File: config.mk
export PLATFORM = sky130hd
export DESIGN_NAME = constant_capture
export DESIGN_NICKNAME = d
export VERILOG_FILES = /design/src/rtl/constant_capture_pkg.sv /design/src/rtl/constant_capture_saturating_counter.sv /design/src/rtl/constant_capture.sv
export SDC_FILE = /design/constraint.sdc
export NUM_CORES = 1
export LEC_CHECK = 0
export CORE_AREA = 8 8 57 78
export DETAILED_ROUTE_END_ITERATION = 8
export DIE_AREA = 0 0 65 86
export PLACE_DENSITY = 0.83
export SYNTH_ARGS = -nofsm -noshare
export SYNTH_HDL_FRONTEND = slang
export SYNTH_SLANG_ARGS = --single-unit
export TNS_END_PERCENT = 30
File: constraint.sdc
create_clock -name clock -period 3.5 [get_ports clock]
set_clock_uncertainty 0.05 [all_clocks]
set_input_delay 0.7 -clock clock [delete_from_list [all_inputs] [get_ports clock]]
set_output_delay 0.7 -clock clock [all_outputs]
set_load 0.02 [all_outputs]
File: src/rtl/constant_capture_pkg.sv
// ============================================================================
//  Module      : constant_capture_pkg
//  Description : Shared state encoding and widths for constant_capture.
//  Revision    : 1.0 - initial release
// ============================================================================
`default_nettype none

package constant_capture_pkg;

   typedef enum logic [1:0] {
      EMPTY    = 2'd0,
      SETTLING = 2'd1,
      STABLE   = 2'd2
   } state_e;

   localparam int SETTLE_COUNT_WIDTH = 8;

endpackage

`default_nettype wire

File: src/rtl/constant_capture_saturating_counter.sv
// ============================================================================
//  Module      : constant_capture_saturating_counter
//  Description : Width-parameterised up-counter that sticks at all-ones.
//  Revision    : 1.0 - initial release
// ============================================================================
`default_nettype none

module constant_capture_saturating_counter #(
   parameter int WIDTH = 8
) (
   input  logic             clock,
   input  logic             clear,
   input  logic             inc_en,
   output logic [WIDTH-1:0] count
);

   logic [WIDTH-1:0] count_d;
   logic [WIDTH-1:0] count_q;

   always_comb begin
      count_d = count_q;
      if (inc_en && (count_q != {WIDTH{1'b1}})) begin
         count_d = count_q + 1'b1;
      end
   end

   always_ff @(posedge clock) begin
      if (clear) begin
         count_q <= '0;
      end else begin
         count_q <= count_d;
      end
   end

   assign count = count_q;

endmodule

`default_nettype wire

File: src/rtl/constant_capture.sv
// ============================================================================
//  Module      : constant_capture
//  Description : Latches one handshaked word and presents it as a settled
//                constant. Optional macro CONSTANT_CAPTURE_PARITY_EN adds a
//                stored parity bit and a sticky parity_error output.
//  Revision    : 1.0 - initial release
// ============================================================================
`default_nettype none

module constant_capture
   import constant_capture_pkg::*;
#(
   parameter int                  WORD_WIDTH         = 16,
   parameter logic [WORD_WIDTH-1:0] RESET_VALUE      = '0,
   parameter int                  SETTLE_CYCLES      = 4,
   parameter int                  REJECT_COUNT_WIDTH = 8
) (
   input  logic                          clock,
   input  logic                          clear,
   input  logic                          write_valid,
   output logic                          write_ready,
   input  logic [WORD_WIDTH-1:0]         write_data,
   input  logic                          release_pulse,
`ifdef CONSTANT_CAPTURE_PARITY_EN
   output logic                          parity_error,
`endif
   output logic [WORD_WIDTH-1:0]         constant_out,
   output logic                          constant_valid,
   output logic [REJECT_COUNT_WIDTH-1:0] reject_count
);

   localparam logic [SETTLE_COUNT_WIDTH-1:0] SETTLE_LOAD = SETTLE_COUNT_WIDTH'(SETTLE_CYCLES - 1);

   state_e                        state_d, state_q;
   logic [WORD_WIDTH-1:0]         word_d, word_q;
   logic [SETTLE_COUNT_WIDTH-1:0] settle_d, settle_q;
   logic                          ready_d, ready_q;
   logic                          valid_d, valid_q;
   logic                          held;
   logic                          reject_inc;
   logic                          perr_d;

   assign held       = (state_q == SETTLING) || (state_q == STABLE);
   assign reject_inc = write_valid && held;

`ifdef CONSTANT_CAPTURE_PARITY_EN
   logic parity_d, parity_q;
   logic perr_q;

   always_comb begin
      parity_d = parity_q;
      if ((state_q == EMPTY) && write_valid) begin
         parity_d = ^write_data;
      end
      perr_d = perr_q;
      if (release_pulse) begin
         perr_d = 1'b0;
      end else if (held && ((^word_q) != parity_q)) begin
         perr_d = 1'b1;
      end
   end

   always_ff @(posedge clock) begin
      if (clear) begin
         parity_q <= ^RESET_VALUE;
         perr_q   <= 1'b0;
      end else begin
         parity_q <= parity_d;
         perr_q   <= perr_d;
      end
   end

   assign parity_error = perr_q;
`else
   assign perr_d = 1'b0;
`endif

   always_comb begin
      state_d  = state_q;
      word_d   = word_q;
      settle_d = settle_q;
      case (state_q)
         EMPTY: begin
            if (write_valid) begin
               word_d   = write_data;
               settle_d = SETTLE_LOAD;
               state_d  = SETTLING;
            end
         end
         SETTLING: begin
            if (release_pulse) begin
               state_d = EMPTY;
            end else if (settle_q == '0) begin
               state_d = STABLE;
            end else begin
               settle_d = settle_q - 1'b1;
            end
         end
         STABLE: begin
            if (release_pulse) begin
               state_d = EMPTY;
            end
         end
         default: state_d = EMPTY;
      endcase
      // Handshake and qualifier flops follow the next state so they are pure registers.
      ready_d = (state_d == EMPTY);
      valid_d = (state_d == STABLE) && !perr_d;
   end

   always_ff @(posedge clock) begin
      if (clear) begin
         state_q  <= EMPTY;
         word_q   <= RESET_VALUE;
         settle_q <= '0;
         ready_q  <= 1'b1;
         valid_q  <= 1'b0;
      end else begin
         state_q  <= state_d;
         word_q   <= word_d;
         settle_q <= settle_d;
         ready_q  <= ready_d;
         valid_q  <= valid_d;
      end
   end

   constant_capture_saturating_counter #(
      .WIDTH (REJECT_COUNT_WIDTH)
   ) u_reject_counter (
      .clock  (clock),
      .clear  (clear),
      .inc_en (reject_inc),
      .count  (reject_count)
   );

   assign write_ready    = ready_q;
   assign constant_out   = word_q;
   assign constant_valid = valid_q;

endmodule

`default_nettype wire

# Word-level counts from Yosys, hierarchy flattened
# Cells that the tools add are included.
# Widths: inputs -> output; s select.
# word_totals
register_bits	36
input_bits	20
output_inout_bits	26
wordCells	33
# classes
n_addsub	2
n_eq_ne	7
muxes	9
n_reduce_logical	9
# op_table
operator	count
$mux 8	3
$pmux 8 s2	1
$add 8x1->8 const B	1
$logic_not 8->1	1
$mux 2	4
$ne 8x8->1 const B	1
$sub 8x1->8 const B	1
$ne 2x2->1 const B	3
$pmux 2 s3	1
$eq 2x2->1 const B	2
$logic_not 2->1	2
$reduce_and 4->1	1
$eq 2x1->1 const B	1
$logic_and 1x1->1	2
$reduce_and 2->1	1
$reduce_bool 2->1	1
$logic_or 1x1->1	1

# Logic depth before layout (Yosys ltp)
# depth
word_depth	5
mapped_depth	7
depth_no_buf	6

# Hierarchy
# A second synthesis with hierarchy kept.
# unflattened
cells_unflattened	192
area_unflattened_um2	1716.6
# modules_own_cells
mod	n_inst	cells_each	area_each_um2	seq_area_each_um2
constant_capture	1	146	1286.2	560.5
constant_capture_saturating_counter	1	46	430.4	160.2

# Least setup slack after synthesis
# No wires, ideal clock.
# synth_timing
path_kind	input -> register
start	input port write_valid
end	register settle_q[3]
setup_ns	0.070
arrival_ns	1.973
required_time_ns	3.380
path_slack_ns	1.407
stages	5
path_buffers	1
cell_sequence	clkbuf_1 mux2_2 o211ai_2 or4_2 a21oi_1
# synth_via
elab_chain_len	2
# synth_lines
item	line	source
start: declaration	constant_capture.sv:20	input logic write_valid,
$ne 2x2->1 (no line)	n/a	
$reduce_and 4->1 (no line)	n/a	
end signal: assignment	constant_capture.sv:121	settle_q <= settle_d;
end: declaration	constant_capture.sv:36	logic [SETTLE_COUNT_WIDTH-1:0] settle_d, settle_q;
# Every way passes these cells.
# A chain may end at the register's enable or synchronous reset.

# Final worst setup path
# layout_timing
start	register settle_q[2]
end	register state_q[0]
# layout_via
elab_chain_len	4
# layout_lines
item	line	source
$logic_not 8->1	constant_capture.sv:93	end else if (settle_q == '0) begin
$mux 2	constant_capture.sv:93	
$mux 2	constant_capture.sv:91	if (release_pulse) begin
$pmux 2 s3	constant_capture.sv:82	case (state_q)
end signal: assignment	constant_capture.sv:119	state_q <= state_d;
end: declaration	constant_capture.sv:34	state_e state_d, state_q;
# Every way passes these cells.

==> impl_metrics.csv <==
group,metric,value,unit
sta,relSlewSlack,0.582,
logic_synthesis,synth.avg_cell_area,8.55,sq um
clocking,clockBufferDepth,2,
power_and_ir_drop,power,1130,uW
floorplanning,core_area,3280,sq um
clocking,htree_levels,2,
place,portBuffers,45,
floorplanning,die-area,5590,sq um
clocking,cts_resized,0,
power_and_ir_drop,internal_power,789,uW
clocking,path_clk_slew,70,ps
power_and_ir_drop,p_comb_frac,0.256,
finish,antenna_cells,0,
clocking,cts_buffers,5,
min_path,min_path_cells,1,
global_route,antenna_found_initial,0,
logic_synthesis,synth-edff-count,0,
logic_synthesis,synth.distinct_cells,39,
power_and_ir_drop,powerDensity,519,nW/um^2
power_and_ir_drop,ir_drop,0.000412,V
logic_synthesis,synth_top_area_share,0.453,
critical_path,cp-end-kind,"flop",
finish,layout.nets,258,
floorplanning,initial_utilization,0.484,
sta,finalCritPeriodShare,0.658,
finish,final_cell_mix,"clkdlybuf4s50_1 (45), nand2_1 (39), dfxtp_1 (36), a21oi_1 (27), nor2_1 (9)",
route,met2_length,2080,um
sta,setup_viol,0,
route,drc,0,
route,drt_iter0_markers,30,
sta,fin_setup_tns,0,ps
logic_synthesis,ys.flop_type,"dfxtp_1",
logic_synthesis,yosysSeqAreaShare,0.453,
global_route,first_global_vias,1407,
floorplanning,num_io_pins,46,
run_status,status,"finished, final reports clean",
floorplanning,die-width,65,um
route,vias,1470,
sta,max_freq,434,MHz
logic_synthesis,async_flop_share,0,
route,wl_per_cell,14.5,um
sta,holdWs,372,ps
critical_path,reg2regPathDepth,4,
clocking,insertion_delay,290,ps
min_path,min_path_type,"flop to flop",
critical_path,worstPathArrival,2440,ps
floorplanning,rows,25,
logic_synthesis,ys_top_cells_by_area,"dfxtp_1 (45%), nand2_1 (9.2%), a21oi_1 (8.5%), ha_1 (5.5%), or4_1 (2.4%)",
clocking,cts_root_buffer,"clkbuf_8",
logic_synthesis,syn_area,1590,sq um
finish,areaGrowthSynthToFinish,37.0,%
power_and_ir_drop,power.share.switching,0.303,
power_and_ir_drop,seqPwrFrac,0.420,
sta,drv_slew,0,
global_route,grt_max_degree,27,
critical_path,start_kind,"flop",
critical_path,cp_max_fo,6,
power_and_ir_drop,power_leakage,0.000823,uW
logic_synthesis,yosys.area.top_type,"dfxtp_1",
route,routed_via_density,5.40,
route,firstDrtPassIters,4,
clocking,tritoncts,"yes",
power_and_ir_drop,p_sw,342,uW
logic_synthesis,ys_ff_latch,36,
floorplanning,chipHeight,86,um
place,hpwl,2860,um
finish,final_common_cell,"clkdlybuf4s50_1",
logic_synthesis,syn_inst,186,
route,top_layer,"met4",
logic_synthesis,yosys_warnings,0,
global_route,grt_pass1_wl,6540,um
sta,worst_pin_slew,619,ps
logic_synthesis,synth_nets,213,
route,routed-wl-met3,184,um
clocking,hold_buffers,0,
clocking,post_cts_buffers,0,
clocking,cts.sinks,36,
critical_path,crit_type,"flop to flop",
power_and_ir_drop,p_clk_frac,0.324,
route,ant_nets,0,
route,wl,3940,um
global_route,grt.total_usage,0.147,
place,place_congestion,0.841,
finish,fill_cells,289,
sta,rsz0062_at_grt,"false",
critical_path,crit_required,3640,ps
finish,drive_gt1_frac,0.0776,
sta,finalCriticalPeriod,2300,ps
global_route,overflow,0,
sta,hold_violations,0,
route,drt-met1-wl,1620,um
job,cap_violations,0,
## state kept, by name (all words and copies together) (netlist names)
register,count
constant_out,16
constant_valid,1
settle_q,8
state_q,2
u_reject_counter.count,8
write_ready,1
## cell usage after synthesis, types with 2 or more instances
cell type,n
o21ai_0,6
nand2_1,39
inv_1,7
a21o_1,2
ha_1,7
o31ai_1,4
or4_1,5
nor4b_1,2
a21oi_1,27
nand3_1,3
clkbuf_1,7
or3_2,2
and3_1,2
dfxtp_1,36
nor2_1,9
nor2b_1,2
mux2_2,2
a311oi_1,3
## worst max-delay path: stages (launching register included)
cell,delay [ps]
dfxtp_1,360
or4_1,660
nor4b_1,620
a22oi_1,270
and2_2,250
## final cells by class
type,instances,area [sq um],share of cell area
Tap cell,40,50.0,0.0230
Clock buffer,5,68.8,0.0316
Multi-Input combinational cell,135,812,0.373
Timing Repair Buffer,46,458,0.210
Inverter,7,26.3,0.0121
Sequential cell,36,721,0.331
Clock inverter,3,42.5,0.0195
## power groups by stage
stage               Clock [uW]  Sequential, uW  Combinational, uW
floorplan                    0             504                171
global placement             0             483                282
detailed placement           0             483                288
CTS                        370             475                291
global route               388             481                321
finish                     366             475                290
## cells by family (layout without fill, tap and decap cells)
logic type                 count (synthesis)  in the layout  synth area share
DFF                                       36             36             0.453
AOI/OAI and AO/OA                         52             52             0.209
buffers and inverters                     15             61            0.0362
xor gates and xnor gates                   2              2            0.0110
adders and majority gates                  7              7            0.0551
muxes                                      3              3            0.0205
and+or+nand+nor                           71             71             0.216
## routing by layer
metal | vias to the layer above | track usage
li1 | 747 | -
met2 | 31 | 0.254
met4 | 0 | 0.0538
met5 | - | 0
met3 | 5 | 0.0535
met1 | 687 | 0.159
## per-stage QoR
step	instance area (sq um)	util	setup WS, ps	instances
6_report	2180	0.663	1200	272
5_1_grt	2180	0.663	1070	272
4_1_cts	2180	0.663	1190	272
3_5_place_dp	2070	0.629	912	264
3_3_place_gp	2070	0.629	947	264
2_1_floorplan	1590	-	1410	186
## path summary, 6_finish.rpt
kind | startpoint | to | slack, ps
min | settle_q[0]$_SDFFE_PP0P_ | settle_q[0]$_SDFFE_PP0P_ | 370
min reg2reg | settle_q[0]$_SDFFE_PP0P_ | settle_q[0]$_SDFFE_PP0P_ | 370
max reg2reg | settle_q[2]$_SDFFE_PP0P_ | state_q[0]$_SDFF_PP0_ | 1200
max | settle_q[2]$_SDFFE_PP0P_ | state_q[0]$_SDFF_PP0_ | 1200
Power figures use the tool's default switching activity.
